$ cat src/rtl/div_64b_pkg.sv
// Shared definitions for the RV64 M-extension multiply/divide units:
// FSM encoding, datapath width, latency and RISC-V special-case constants.
package div_64b_pkg;

    localparam int DIV_WIDTH   = 64;
    localparam int DIV_LATENCY = DIV_WIDTH + 2;
    localparam int CNT_W       = $clog2(DIV_WIDTH);

    localparam logic [CNT_W-1:0]     CNT_LAST  = CNT_W'(DIV_WIDTH - 1);
    localparam logic [DIV_WIDTH-1:0] DIV0_QUOT = {DIV_WIDTH{1'b1}};
    localparam logic [DIV_WIDTH-1:0] MIN_INT   = {1'b1, {(DIV_WIDTH-1){1'b0}}};

    typedef enum logic [2:0] {
        ST_IDLE = 3'd0,
        ST_PREP = 3'd1,
        ST_ITER = 3'd2,
        ST_FIX  = 3'd3,
        ST_DONE = 3'd4
    } div_state_e;

endpackage

$ cat src/rtl/div_64b_if.sv
// Start/done request bundle shared with the multiplier; the execute stage
// drives the master side, the divider sits on the slave side.
interface div_64b_if import div_64b_pkg::*; ();
    logic                 start;
    logic                 is_signed;
    logic [DIV_WIDTH-1:0] a;
    logic [DIV_WIDTH-1:0] b;
    logic                 busy;
    logic                 done;
    logic [DIV_WIDTH-1:0] q;
    logic [DIV_WIDTH-1:0] r;

    modport master (output start, is_signed, a, b, input busy, done, q, r);
    modport slave  (input start, is_signed, a, b, output busy, done, q, r);
endinterface

$ cat src/rtl/div_64b_cu.sv
// Divider control: sequencing FSM, iteration counter and registered
// busy/done handshake outputs.
module div_64b_cu import div_64b_pkg::*; (
    input  logic clk,
    input  logic rst_n,
    input  logic start_i,
    output logic load_o,
    output logic prep_o,
    output logic iter_o,
    output logic fix_o,
    output logic busy_o,
    output logic done_o
);
    div_state_e       state_q, state_d;
    logic [CNT_W-1:0] cnt_q, cnt_d;
    logic             busy_q, busy_d;
    logic             done_q, done_d;

    // Next-state, counter and datapath strobes
    always_comb begin
        state_d = state_q;
        cnt_d   = cnt_q;
        load_o  = 1'b0;
        prep_o  = 1'b0;
        iter_o  = 1'b0;
        fix_o   = 1'b0;
        case (state_q)
            ST_IDLE: begin
                if (start_i) begin
                    load_o  = 1'b1;
                    state_d = ST_PREP;
                end else begin
                    state_d = ST_IDLE;
                end
            end
            ST_PREP: begin
                prep_o  = 1'b1;
                cnt_d   = {CNT_W{1'b0}};
                state_d = ST_ITER;
            end
            ST_ITER: begin
                iter_o = 1'b1;
                cnt_d  = cnt_q + {{(CNT_W-1){1'b0}}, 1'b1};
                if (cnt_q == CNT_LAST) begin
                    state_d = ST_FIX;
                end else begin
                    state_d = ST_ITER;
                end
            end
            ST_FIX: begin
                fix_o   = 1'b1;
                state_d = ST_DONE;
            end
            ST_DONE: begin
                state_d = ST_IDLE;
            end
            default: begin
                state_d = ST_IDLE;
            end
        endcase
        busy_d = (state_d == ST_PREP) || (state_d == ST_ITER) || (state_d == ST_FIX);
        done_d = (state_d == ST_DONE);
    end

    // State, counter and handshake registers
    always_ff @(posedge clk or negedge rst_n) begin
        if (!rst_n) begin
            state_q <= ST_IDLE;
            cnt_q   <= {CNT_W{1'b0}};
            busy_q  <= 1'b0;
            done_q  <= 1'b0;
        end else begin
            state_q <= state_d;
            cnt_q   <= cnt_d;
            busy_q  <= busy_d;
            done_q  <= done_d;
        end
    end

    assign busy_o = busy_q;
    assign done_o = done_q;
endmodule

$ cat src/rtl/div_64b_dp.sv
// Divider datapath: operand capture, sign stripping, restoring
// shift-subtract step and RISC-V result fixup into held q/r registers.
module div_64b_dp import div_64b_pkg::*; (
    input  logic                 clk,
    input  logic                 rst_n,
    input  logic                 load_i,
    input  logic                 prep_i,
    input  logic                 iter_i,
    input  logic                 fix_i,
    input  logic                 is_signed_i,
    input  logic [DIV_WIDTH-1:0] a_i,
    input  logic [DIV_WIDTH-1:0] b_i,
    output logic [DIV_WIDTH-1:0] q_o,
    output logic [DIV_WIDTH-1:0] r_o
);
    localparam logic [DIV_WIDTH-1:0] ZERO = {DIV_WIDTH{1'b0}};

    logic [DIV_WIDTH-1:0] a_q, b_q, dvd_q, abs_b_q, rem_q, q_res_q, r_res_q;
    logic                 sgn_q, negq_q, negr_q, div0_q, ovf_q;
    logic [DIV_WIDTH-1:0] abs_a_s, abs_b_s, rem_d_s, q_fix_s, r_fix_s;
    logic [DIV_WIDTH:0]   rem_sh_s, trial_s;

    // Sign stripping, trial subtraction and result fixup
    always_comb begin
        abs_a_s  = (sgn_q && a_q[DIV_WIDTH-1]) ? (ZERO - a_q) : a_q;
        abs_b_s  = (sgn_q && b_q[DIV_WIDTH-1]) ? (ZERO - b_q) : b_q;
        rem_sh_s = {rem_q, dvd_q[DIV_WIDTH-1]};
        trial_s  = rem_sh_s - {1'b0, abs_b_q};
        // The partial remainder stays below the divisor, so it fits WIDTH bits.
        rem_d_s  = trial_s[DIV_WIDTH] ? rem_sh_s[DIV_WIDTH-1:0] : trial_s[DIV_WIDTH-1:0];
        if (div0_q) begin
            q_fix_s = DIV0_QUOT;
            r_fix_s = a_q;
        end else if (ovf_q) begin
            q_fix_s = a_q;
            r_fix_s = ZERO;
        end else begin
            q_fix_s = negq_q ? (ZERO - dvd_q) : dvd_q;
            r_fix_s = negr_q ? (ZERO - rem_q) : rem_q;
        end
    end

    // Operand capture, preprocessing and iteration; quotient shifts into dvd_q
    always_ff @(posedge clk or negedge rst_n) begin
        if (!rst_n) begin
            a_q     <= ZERO;
            b_q     <= ZERO;
            sgn_q   <= 1'b0;
            dvd_q   <= ZERO;
            abs_b_q <= ZERO;
            rem_q   <= ZERO;
            negq_q  <= 1'b0;
            negr_q  <= 1'b0;
            div0_q  <= 1'b0;
            ovf_q   <= 1'b0;
        end else if (load_i) begin
            a_q   <= a_i;
            b_q   <= b_i;
            sgn_q <= is_signed_i;
        end else if (prep_i) begin
            dvd_q   <= abs_a_s;
            abs_b_q <= abs_b_s;
            rem_q   <= ZERO;
            negq_q  <= sgn_q && (a_q[DIV_WIDTH-1] ^ b_q[DIV_WIDTH-1]) && (b_q != ZERO);
            negr_q  <= sgn_q && a_q[DIV_WIDTH-1];
            div0_q  <= (b_q == ZERO);
            ovf_q   <= sgn_q && (a_q == MIN_INT) && (b_q == DIV0_QUOT);
        end else if (iter_i) begin
            dvd_q <= {dvd_q[DIV_WIDTH-2:0], ~trial_s[DIV_WIDTH]};
            rem_q <= rem_d_s;
        end
    end

    // Result registers, only touched in FIX so they hold steady during ITER
    always_ff @(posedge clk or negedge rst_n) begin
        if (!rst_n) begin
            q_res_q <= ZERO;
            r_res_q <= ZERO;
        end else if (fix_i) begin
            q_res_q <= q_fix_s;
            r_res_q <= r_fix_s;
        end
    end

    assign q_o = q_res_q;
    assign r_o = r_res_q;
endmodule

$ cat src/rtl/div_64b.sv
// Iterative radix-2 restoring divider (DIV/DIVU/REM/REMU); thin top that
// joins the control unit and datapath to the start/done bus.
module div_64b import div_64b_pkg::*; (
    input  logic       clk,
    input  logic       rst_n,
    div_64b_if.slave   dbus
);
    logic load_s, prep_s, iter_s, fix_s;

    div_64b_cu u_cu (
        .clk     (clk),
        .rst_n   (rst_n),
        .start_i (dbus.start),
        .load_o  (load_s),
        .prep_o  (prep_s),
        .iter_o  (iter_s),
        .fix_o   (fix_s),
        .busy_o  (dbus.busy),
        .done_o  (dbus.done)
    );

    div_64b_dp u_dp (
        .clk         (clk),
        .rst_n       (rst_n),
        .load_i      (load_s),
        .prep_i      (prep_s),
        .iter_i      (iter_s),
        .fix_i       (fix_s),
        .is_signed_i (dbus.is_signed),
        .a_i         (dbus.a),
        .b_i         (dbus.b),
        .q_o         (dbus.q),
        .r_o         (dbus.r)
    );
endmodule
$ cat src/flat_wrapper.sv
// flat-port wrapper written by rule: the top's interface ports become plain ports
module div_64b_flat import div_64b_pkg::*;
  (clk, rst_n, dbus_start, dbus_is_signed, dbus_a, dbus_b, dbus_busy, dbus_done, dbus_q, dbus_r);
  div_64b_if dbus_i ();
  input  logic clk;
  input  logic rst_n;
  input wire logic [$bits(dbus_i.start)-1:0] dbus_start;
  input wire logic [$bits(dbus_i.is_signed)-1:0] dbus_is_signed;
  input wire logic [$bits(dbus_i.a)-1:0] dbus_a;
  input wire logic [$bits(dbus_i.b)-1:0] dbus_b;
  output wire logic [$bits(dbus_i.busy)-1:0] dbus_busy;
  output wire logic [$bits(dbus_i.done)-1:0] dbus_done;
  output wire logic [$bits(dbus_i.q)-1:0] dbus_q;
  output wire logic [$bits(dbus_i.r)-1:0] dbus_r;
  assign dbus_i.start = dbus_start;
  assign dbus_i.is_signed = dbus_is_signed;
  assign dbus_i.a = dbus_a;
  assign dbus_i.b = dbus_b;
  assign dbus_busy = dbus_i.busy;
  assign dbus_done = dbus_i.done;
  assign dbus_q = dbus_i.q;
  assign dbus_r = dbus_i.r;
  div_64b u_core (.clk(clk), .rst_n(rst_n), .dbus(dbus_i));
endmodule
$ cat config.mk
export PLATFORM = sky130hd
export DESIGN_NAME = div_64b_flat
export DESIGN_NICKNAME = d
export VERILOG_FILES = /design/src/rtl/div_64b_pkg.sv /design/src/rtl/div_64b_if.sv /design/src/rtl/div_64b_cu.sv /design/src/rtl/div_64b_dp.sv /design/src/rtl/div_64b.sv /design/src/flat_wrapper.sv
export SDC_FILE = /design/constraint.sdc
export NUM_CORES = 1
export LEC_CHECK = 0
export BUFFER_PORTS_ARGS = -buffer_cell sky130_fd_sc_hd__buf_4
export CORE_ASPECT_RATIO = 1.1
export CORE_MARGIN = 3
export CORE_UTILIZATION = 30
export DETAILED_ROUTE_END_ITERATION = 10
export GPL_ROUTABILITY_DRIVEN = 1
export SLEW_MARGIN = 20
export SYNTH_ARGS = -nofsm -noshare
export SYNTH_HDL_FRONTEND = slang
export SYNTH_HIERARCHICAL = 1
export SYNTH_SLANG_ARGS = --single-unit
export TNS_END_PERCENT = 50
$ cat constraint.sdc
create_clock -name clk -period 4.2 [get_ports clk]
set_clock_uncertainty 0.2 [all_clocks]
set_input_delay 0.42 -clock clk [delete_from_list [all_inputs] [get_ports clk]]
set_output_delay 0.42 -clock clk [all_outputs]
set_load 0.03 [all_outputs]
==> summary.md, run 1 <==
| Metric | Value |
|---|---|
| Outcome | `complete, no violations` |
| Pin count of the biggest net entering global routing | `~140` |
| Ys async rst share | `100%` |
| Fraction of met1 tracks used by global routing | `~28%` |
| Area of the placeable core | `between 90000 and 100000 µm²` |
| Area of placed instances | `roughly 33000 µm²` |
| Synthesized area per cell | `roughly 8.7 µm²` |
| Placer congestion estimate | `0.914` |
| Fillcell total | `slightly below 10000` |
| Synthesized instance count | `between 3000 and 4000` |
| First-pass GRT wire length | `around 160 mm` |
| Clock tree from TritonCTS | `yes` |
| Vertical die dimension | `roughly 330 µm` |
| CTS buffer count | `54` |
| Number of antenna violations at the first check in global routing | `1` |
| RSZ-0062 raised after global routing | `no` |
| Leakage Power | `around 16 nW` |
| EDFF count, synth | `0` |
| CP Launch Type | `flip-flop` |
| Global Route Usage Sum | `19.8%` |
| Buffers plus inverters on the worst setup path | `1` |
| Top cell by count, worst path | `sky130_fd_sc_hd__or4_4` |
| Number of buffers between clock root and the deepest sink | `3` |
| Relative area change from synthesis to final layout | `25.1%` |
| Ordered cell list for the critical path | `or4_4 -> or4_4 -> or3b_4 -> buf_4 -> or4_4 -> or4_4 -> o41a_4 -> a21oi_2 -> xor2_1 -> nor2_1 -> a21oi_2 -> a21oi_1` |
| Post-synthesis cell area | `28800 µm²` |
| Seq/Total Area, Yosys | `between 40 and 50%` |
| Critical path's top delay family | `simple AND/OR/NAND/NOR gates` |
| Num rows | `between 100 and 150` |
| Synthesized Nets | `between 3000 and 4000` |
| Synthesis-stage register bit count | `roughly 460` |
| First-iteration detailed-routing DRC count | `1930` |
| Yosys warning count | `6` |
| Kind of end point of the critical path | `flip-flop` |
| Starting Density | `approximately 30%` |
| Most Used Layer, Global Route | `met2` |
| Global-route met3 utilization | `2.87%` |
| Number of pins exceeding their max-slew limit in the final report | `0` |
| Proportion of netlist area held by the largest area contributor | `40.3%` |
| Final Non-Filler Cells | `between 5000 and 6000` |
| NumNets Final | `3898` |
| Sinks on the clock net | `approximately 460` |
| Buffers added on ports | `261` |
| Clock root buffer master | `sky130_fd_sc_hd__clkbuf_16` |
| Maximum operating frequency | `between 200 and 250 MHz` |
| Maximum fanout encountered on the critical timing path | `3` |
| Die Footprint | `99900 µm²` |
| DRC viols | `0` |
| Largest area contributor in the netlist | `sky130_fd_sc_hd__dfrtp_1` |
| Top-count cell post-synth | `sky130_fd_sc_hd__dfrtp_1` |
| Vias in the first global route | `about 26000` |
| Maximum resistive drop on vdd | `393 µV` |
| Routed wire length per instance | `roughly 20 µm` |
| Main synth FF type | `sky130_fd_sc_hd__dfrtp_1` |
| Min cycle time layout | `approximately 4.1 ns` |
| Worst max-slew margin expressed relative to the limit | `between 20 and 30%` |
| # Max-Cap Violations | `0` |
| Proportion of layout cells with a drive suffix above 1 | `roughly a fifth` |
| Placed wire-length estimate after detailed placement | `75.1 mm` |
| Number of placed instances with taps included | `4767` |
| Number of top-level pins | `around 260` |
| Total gr overflow | `0` |
| Total via count in the routed design | `roughly 26000` |
| Arr. time, crit path | `between 4 and 5 ns` |
| Standard cell with the maximum stage delay on the critical path | `sky130_fd_sc_hd__or4_4` |
| Post-Layout Inst Area | `around 36000 µm²` |
| CTS H-Tree Depth | `2` |
| Hold Vio Cnt, Final | `0` |
| Worst slew pin tran | `1.08 ns` |
| Drt via density | `~5.2` |
| Clock insertion delay at the later pin of the skew report | `just over 0.6 ns` |
| Required arrival time at the worst endpoint | `approximately 4.5 ns` |
| Total length of routed wires | `slightly above 100 mm` |
| Start-to-end type of the worst setup path | `flip-flop to flip-flop` |
| Endpoints failing setup | `0` |
| Most used standard cells in the synthesized netlist | `sky130_fd_sc_hd__dfrtp_1 (464), sky130_fd_sc_hd__a21oi_1 (382), sky130_fd_sc_hd__nor2_1 (318)` |
| Hold Crit Class | `primary input to async pin` |
| Met2 Use GR | `~30%` |
| Stage delay of the slowest cell on the critical path | `about 0.53 ns` |
| Power per standard cell area | `557 nW/µm²` |
| Area contributors post-synth | `sky130_fd_sc_hd__dfrtp_1 (40%), sky130_fd_sc_hd__a21oi_1 (6.6%), sky130_fd_sc_hd__o21ai_0 (5.1%)` |
| First-pass DRT Iterations | `7` |
| Post-CTS clock slew at the launch and capture registers of the worst setup and hold paths | `roughly 0.06 ns` |
| Setup_tns | `0 ns` |
| Width of the die | `a little over 300 µm` |
| Final worst path period share | `between 90% and 100%` |
| Number of antenna-violating nets in the routed design | `0` |
| Count of unique library cells instantiated by Yosys | `85` |
sequential cells by signal (all words and copies together), names as in the netlist, 3 cells and up:
register and flops:
u_core/u_dp/r_o 64, u_core/u_dp/b_q 64, u_core/u_dp/q_o 64, u_core/u_dp/rem_q 64, u_core/u_dp/abs_b_q 64, u_core/u_cu/cnt_q 6, u_core/u_cu/state_q 3, u_core/u_dp/a_q 64
u_core/u_dp/dvd_q 64
repair_timing:
item,in CTS,in global routing
gates resized for setup,0,10
buffers inserted,0,1
endpoints found under the hold margin,212,0
hold buffers,130,0
endpoints found under the setup margin,0,19
worst register-to-register path, stage by stage (launching register included):
cell and delay, ns:
sky130_fd_sc_hd__dfrtp_1 0.38, sky130_fd_sc_hd__or4_4 0.53, sky130_fd_sc_hd__or4_4 0.44, sky130_fd_sc_hd__or3b_4 0.43, sky130_fd_sc_hd__buf_4 0.15, sky130_fd_sc_hd__or4_4 0.44
sky130_fd_sc_hd__or4_4 0.46, sky130_fd_sc_hd__o41a_4 0.40, sky130_fd_sc_hd__a21oi_2 0.13, sky130_fd_sc_hd__xor2_1 0.17, sky130_fd_sc_hd__nor2_1 0.07, sky130_fd_sc_hd__a21oi_2 0.12
sky130_fd_sc_hd__a21oi_1 0.08
path summary, 6_finish.rpt:
path	slack [ns]	start	depth (start not counted)	end
setup reg to reg	0.08	u_core/u_dp/dvd_q[11]$_DFFE_PN0P_	12	u_core/u_dp/q_o[61]$_DFFE_PN0P_
setup / recovery	0.08	u_core/u_dp/dvd_q[11]$_DFFE_PN0P_	12	u_core/u_dp/q_o[61]$_DFFE_PN0P_
hold reg to reg	0.28	u_core/u_dp/abs_b_q[56]$_DFFE_PN0P_	2	u_core/u_dp/abs_b_q[56]$_DFFE_PN0P_
hold / removal	0.25	rst_n	2	u_core/u_dp/dvd_q[18]$_DFFE_PN0P_
min in group clk	0.28	u_core/u_dp/abs_b_q[56]$_DFFE_PN0P_	2	u_core/u_dp/abs_b_q[56]$_DFFE_PN0P_
max in group asynchronous	2.58	rst_n	3	u_core/u_dp/a_q[44]$_DFFE_PN0P_
metrics by stage:
step                      hold WS, ns  setup slack [ns]  total power (W)  utilization (%)
after global routing            0.309          0.000513           0.0215             38.1
after detailed placement        0.271            0.0557           0.0149             34.7
after floorplan               -0.0756             0.339           0.0119                -
after CTS                       0.284            0.0455           0.0200             38.0
final                           0.255            0.0761           0.0201             38.1
after global placement          0.262            0.0878           0.0148             34.7
final cells by class:
class	instances	area, µm²	share of cell area [%]
Antenna cell	2	5.00	0.0139
Tap cell	1260	1580	4.37
Sequential cell	464	11600	32.2
Inverter	101	379	1.05
Clock inverter	30	330	0.915
Timing Repair Buffer	550	4630	12.8
Clock buffer	71	1520	4.20
Multi-Input combinational cell	2524	16000	44.4
metal layers:
metal  wire length [µm]  up-vias
li1                   -    12700
met1              46500    12500
met5                  0        -
met2              44800      886
met4               3510        0
met3               6420      174
report_power, final:
group / internal [W] / switching, W / total, W
Sequential: 0.00510 / 0.000941 / 0.00604
Clock: 0.00287 / 0.00207 / 0.00493
Combinational: 0.00401 / 0.00510 / 0.00911
Total: 0.0120 / 0.00810 / 0.0201
kinds of logic (layout without fill, tap and decap cells):
kind of cell,count (synthesis),count (layout),synth area share [%]
buf+inv,342,752,4.49
fa+ha+maj,71,71,3.11
compound gates,1061,1061,22.2
other cells,0,2,0
flops,464,464,40.3
simple gates,954,954,15.5
xor+xnor,303,303,9.20
mux,135,135,5.22
cells in the final DEF, fill, tap and decap left out, types with 17 or more instances in the layout:
cell type,netlist,layout
sky130_fd_sc_hd__dfrtp_1,464,461
sky130_fd_sc_hd__buf_4,1,406
sky130_fd_sc_hd__a21oi_1,382,380
sky130_fd_sc_hd__nor2_1,318,317
sky130_fd_sc_hd__nand2_1,298,297
sky130_fd_sc_hd__o21ai_0,294,291
sky130_fd_sc_hd__xnor2_1,161,161
sky130_fd_sc_hd__xor2_1,142,141
sky130_fd_sc_hd__dlygate4sd3_1,0,130
sky130_fd_sc_hd__mux2_2,122,122
sky130_fd_sc_hd__inv_1,99,98
sky130_fd_sc_hd__ha_1,70,70
sky130_fd_sc_hd__nor3_1,63,63
sky130_fd_sc_hd__a22oi_1,63,63
sky130_fd_sc_hd__clkbuf_16,0,56
sky130_fd_sc_hd__o31ai_1,49,49
sky130_fd_sc_hd__o22ai_1,45,45
sky130_fd_sc_hd__nand4_1,44,44
sky130_fd_sc_hd__or3_1,42,41
sky130_fd_sc_hd__o22a_1,39,39
sky130_fd_sc_hd__nor4_1,38,37
sky130_fd_sc_hd__a21o_1,31,31
sky130_fd_sc_hd__nand3_1,28,28
sky130_fd_sc_hd__o41ai_1,27,27
sky130_fd_sc_hd__or4_1,26,25
sky130_fd_sc_hd__nand2b_1,19,19
sky130_fd_sc_hd__o21a_1,19,19
sky130_fd_sc_hd__a31oi_1,18,17
Power figures use the tool's default switching activity.
==> inputs of run 2 (changes only) <==
--- a/config.mk
+++ b/config.mk
@@ -6,7 +6,6 @@
 export NUM_CORES = 1
 export LEC_CHECK = 0
 export BUFFER_PORTS_ARGS = -buffer_cell sky130_fd_sc_hd__buf_4
-export CORE_ASPECT_RATIO = 1.1
 export CORE_MARGIN = 3
 export CORE_UTILIZATION = 30
 export DETAILED_ROUTE_END_ITERATION = 10
==> run 2 against run 1 <==
Sequential power is essentially flat. Final area is 0.16% higher. Total power increased by 1.1%. Count of clock-buffer cells in the layout increased by 1. Combinational power shrank 0.5%. Clock power grew 5.3%. Sequential share of layout area is 0.051 points lower. Via count is 0.75% higher. Critical path depth fell by 1. Highest routed layer unchanged.
==> summary.md, run 2 (synthesis results as in run 1) <==
| Metric | Value |
|---|---|
| Outcome | `complete, no violations (unchanged)` |
| Total length of routed wires | `102 mm (was 101 mm)` |
| Starting Density | `30.3% (was 30.4%)` |
| Start-to-end type of the worst setup path | `flip-flop to flip-flop (unchanged)` |
| Min cycle time layout | `4.09 ns (was 4.12 ns)` |
| Width of the die | `316 µm (was 302 µm)` |
| Vias in the first global route | `25300 (was 25700)` |
| Pin count of the biggest net entering global routing | `124 (was 144)` |
| Clock root buffer master | `sky130_fd_sc_hd__clkbuf_16 (unchanged)` |
| CP Launch Type | `flip-flop (unchanged)` |
| Arr. time, crit path | `4.37 ns (was 4.40 ns)` |
| Drt via density | `5.28 (was 5.24)` |
| Post-CTS clock slew at the launch and capture registers of the worst setup and hold paths | `0.06 ns (about the same)` |
| Setup_tns | `0 ns (unchanged)` |
| Kind of end point of the critical path | `flip-flop (unchanged)` |
| Worst max-slew margin expressed relative to the limit | `27.7% (was 27.6%)` |
| Number of placed instances with taps included | `4769 (was 4767)` |
| Worst r2r src | `u_core/u_dp/dvd_q[8]$_DFFE_PN0P_ (was u_core/u_dp/dvd_q[11]$_DFFE_PN0P_)` |
| Clock tree from TritonCTS | `yes (unchanged)` |
| Die Footprint | `99900 µm² (about the same)` |
| Num rows | `113 (was 118)` |
| # Max-Cap Violations | `0 (unchanged)` |
| Number of top-level pins | `262 (unchanged)` |
| Endpoints failing setup | `0 (unchanged)` |
| Placer congestion estimate | `0.906 (was 0.914)` |
| Top cell by count, worst path | `sky130_fd_sc_hd__or4_4 (unchanged)` |
| Leading cell type in the layout, fill and taps excluded | `sky130_fd_sc_hd__dfrtp_1 (unchanged)` |
| Number of buffers between clock root and the deepest sink | `3 (unchanged)` |
| Stage delay of the slowest cell on the critical path | `0.54 ns (was 0.53 ns)` |
| Capture instance of the worst register-to-register path | `u_core/u_dp/q_o[61]$_DFFE_PN0P_ (unchanged)` |
| Standard cell with the maximum stage delay on the critical path | `sky130_fd_sc_hd__or4_4 (unchanged)` |
| Ordered cell list for the critical path | `or4_4 -> or4_4 -> or3b_4 -> or4_4 -> or4_4 -> o41a_4 -> a21oi_4 -> xor2_1 -> nor2_1 -> a21oi_1 -> a21oi_1 (was or4_4 -> or4_4 -> or3b_4 -> buf_4 -> or4_4 -> or4_4 -> o41a_4 -> a21oi_2 -> xor2_1 -> nor2_1 -> a21oi_2 -> a21oi_1)` |
| Relative area change from synthesis to final layout | `25.3% (was 25.1%)` |
| Placed wire-length estimate after detailed placement | `75.4 mm (was 75.1 mm)` |
| Routed wire length per instance | `20.4 µm (was 20.2 µm)` |
| Clock insertion delay at the later pin of the skew report | `0.63 ns (was 0.62 ns)` |
| DRC viols | `0 (unchanged)` |
| Total gr overflow | `0 (unchanged)` |
| First-pass GRT wire length | `155 mm (about the same)` |
| Hold Vio Cnt, Final | `0 (unchanged)` |
| Worst slew pin tran | `1.08 ns (about the same)` |
| Final worst path period share | `97.5% (was 98.2%)` |
| Proportion of layout cells with a drive suffix above 1 | `18.6% (was 18.7%)` |
| Area of the placeable core | `95200 µm² (was 94800 µm²)` |
| First-pass DRT Iterations | `5 (was 7)` |
| Number of pins exceeding their max-slew limit in the final report | `0 (unchanged)` |
| RSZ-0062 raised after global routing | `yes (was no)` |
| Hold Crit Class | `primary input to async pin (unchanged)` |
| Maximum operating frequency | `244 MHz (was 242 MHz)` |
| Maximum fanout encountered on the critical timing path | `5 (was 3)` |
| Sinks on the clock net | `464 (unchanged)` |
| Total via count in the routed design | `26400 (was 26200)` |
| Number of antenna violations at the first check in global routing | `0 (was 1)` |
| NumNets Final | `3896 (was 3898)` |
| CTS buffer count | `55 (was 54)` |
| Global Route Usage Sum | `19.7% (was 19.8%)` |
| Maximum resistive drop on vdd | `368 µV (was 393 µV)` |
| Power per standard cell area | `562 nW/µm² (was 557 nW/µm²)` |
| Vertical die dimension | `316 µm (was 331 µm)` |
| Commonest cells after routing, fill and taps aside | `sky130_fd_sc_hd__dfrtp_1 (461), sky130_fd_sc_hd__buf_4 (403), sky130_fd_sc_hd__a21oi_1 (382) (was sky130_fd_sc_hd__dfrtp_1 (461), sky130_fd_sc_hd__buf_4 (406), sky130_fd_sc_hd__a21oi_1 (380))` |
| Final Non-Filler Cells | `5002 (unchanged)` |
| FF-to-FF setup slack | `0.11 ns (was 0.08 ns)` |
| First-iteration detailed-routing DRC count | `2299 (was 1930)` |
| Number of antenna-violating nets in the routed design | `0 (unchanged)` |
| Depth of the most critical reg-to-reg path | `11 (was 12)` |
| Required arrival time at the worst endpoint | `4.48 ns (about the same)` |
| CTS H-Tree Depth | `2 (unchanged)` |
| Leakage Power | `15.8 nW (about the same)` |
| Buffers added on ports | `261 (unchanged)` |
==> run 2: cell types whose count changed in the layout (fill, tap and decap cells not counted), moves of 2 or more <==
cell and change:
sky130_fd_sc_hd__clkbuf_1 -2, sky130_fd_sc_hd__inv_6 -3, sky130_fd_sc_hd__clkinv_4 -4, sky130_fd_sc_hd__clkinv_8 +2
sky130_fd_sc_hd__clkbuf_8 +3, sky130_fd_sc_hd__a21oi_1 +2, sky130_fd_sc_hd__bufinv_16 +3, sky130_fd_sc_hd__a21oi_2 -3
sky130_fd_sc_hd__buf_4 -3
==> run 2: layout make-up <==
cell class | count | area, µm²
Antenna cell | 1 | 2.50
Timing Repair Buffer | 547 | 4590
Multi-Input combinational cell | 2524 | 16000
Fill cell | 9714 | 59000
Tap cell | 1265 | 1580
Sequential cell | 464 | 11600
Inverter | 101 | 379
Clock inverter | 28 | 392
Clock buffer | 72 | 1550
==> run 2: timing repair <==
item / 4_1_cts / 5_1_grt
buffers inserted: 0 / 3
gates resized for setup: 0 / 8
setup endpoints to repair: 0 / 19
hold buffers: 130 / 0
hold endpoints to repair: 208 / 0
==> run 2: how the worst max path moves through the flow <==
stage / start / to / slack, ns / depth (start not counted)
after floorplan: u_core/u_dp/a_q[14]$_DFFE_PN0P_ / u_core/u_dp/dvd_q[62]$_DFFE_PN0P_ / 0.34 / 11
after global placement: u_core/u_dp/dvd_q[11]$_DFFE_PN0P_ / u_core/u_dp/q_o[61]$_DFFE_PN0P_ / 0.02 / 12
after detailed placement: u_core/u_dp/dvd_q[11]$_DFFE_PN0P_ / u_core/u_dp/q_o[61]$_DFFE_PN0P_ / 0.05 / 12
after CTS: u_core/u_dp/dvd_q[11]$_DFFE_PN0P_ / u_core/u_dp/q_o[61]$_DFFE_PN0P_ / 0.05 / 12
after global routing: u_core/u_dp/dvd_q[8]$_DFFE_PN0P_ / u_core/u_dp/q_o[61]$_DFFE_PN0P_ / -0.03 / 11
final: u_core/u_dp/dvd_q[8]$_DFFE_PN0P_ / u_core/u_dp/q_o[61]$_DFFE_PN0P_ / 0.11 / 11
==> run 2: routing by layer <==
metal  global-route usage (%)  part of all wire (%)  wire length [µm]
met5                        0                     0                 0
met4                     5.30                   2.6              2620
met3                     2.88                   6.6              6730
met2                     29.8                    43             43900
met1                     29.3                    48             48500
==> run 2: report_power, final <==
group	internal, W	switching [W]
Sequential	0.00510	0.000957
Clock	0.00309	0.00210
Combinational	0.00397	0.00508
Total	0.0122	0.00814
==> run 2: stage by stage <==
stage	utilization [%]	hold slack (ns)	power [W]	worst slack (ns)	instance area (µm²)
2_1_floorplan	-	-0.0756	0.0119	0.339	28800
3_3_place_gp	34.5	0.261	0.0148	0.0179	32900
3_5_place_dp	34.5	0.270	0.0149	0.0497	32900
4_1_cts	37.9	0.242	0.0202	0.0456	36100
5_1_grt	38.0	0.273	0.0217	-0.0337	36100
6_report	38.0	0.205	0.0203	0.107	36100
==> run 2: critical path, delay by kind of cell, from the launching register on <==
kind / cells / cell delay [ns]
compound gates: 4 / 0.74
xor+xnor: 1 / 0.16
flops: 1 / 0.38
simple gates: 6 / 2.46
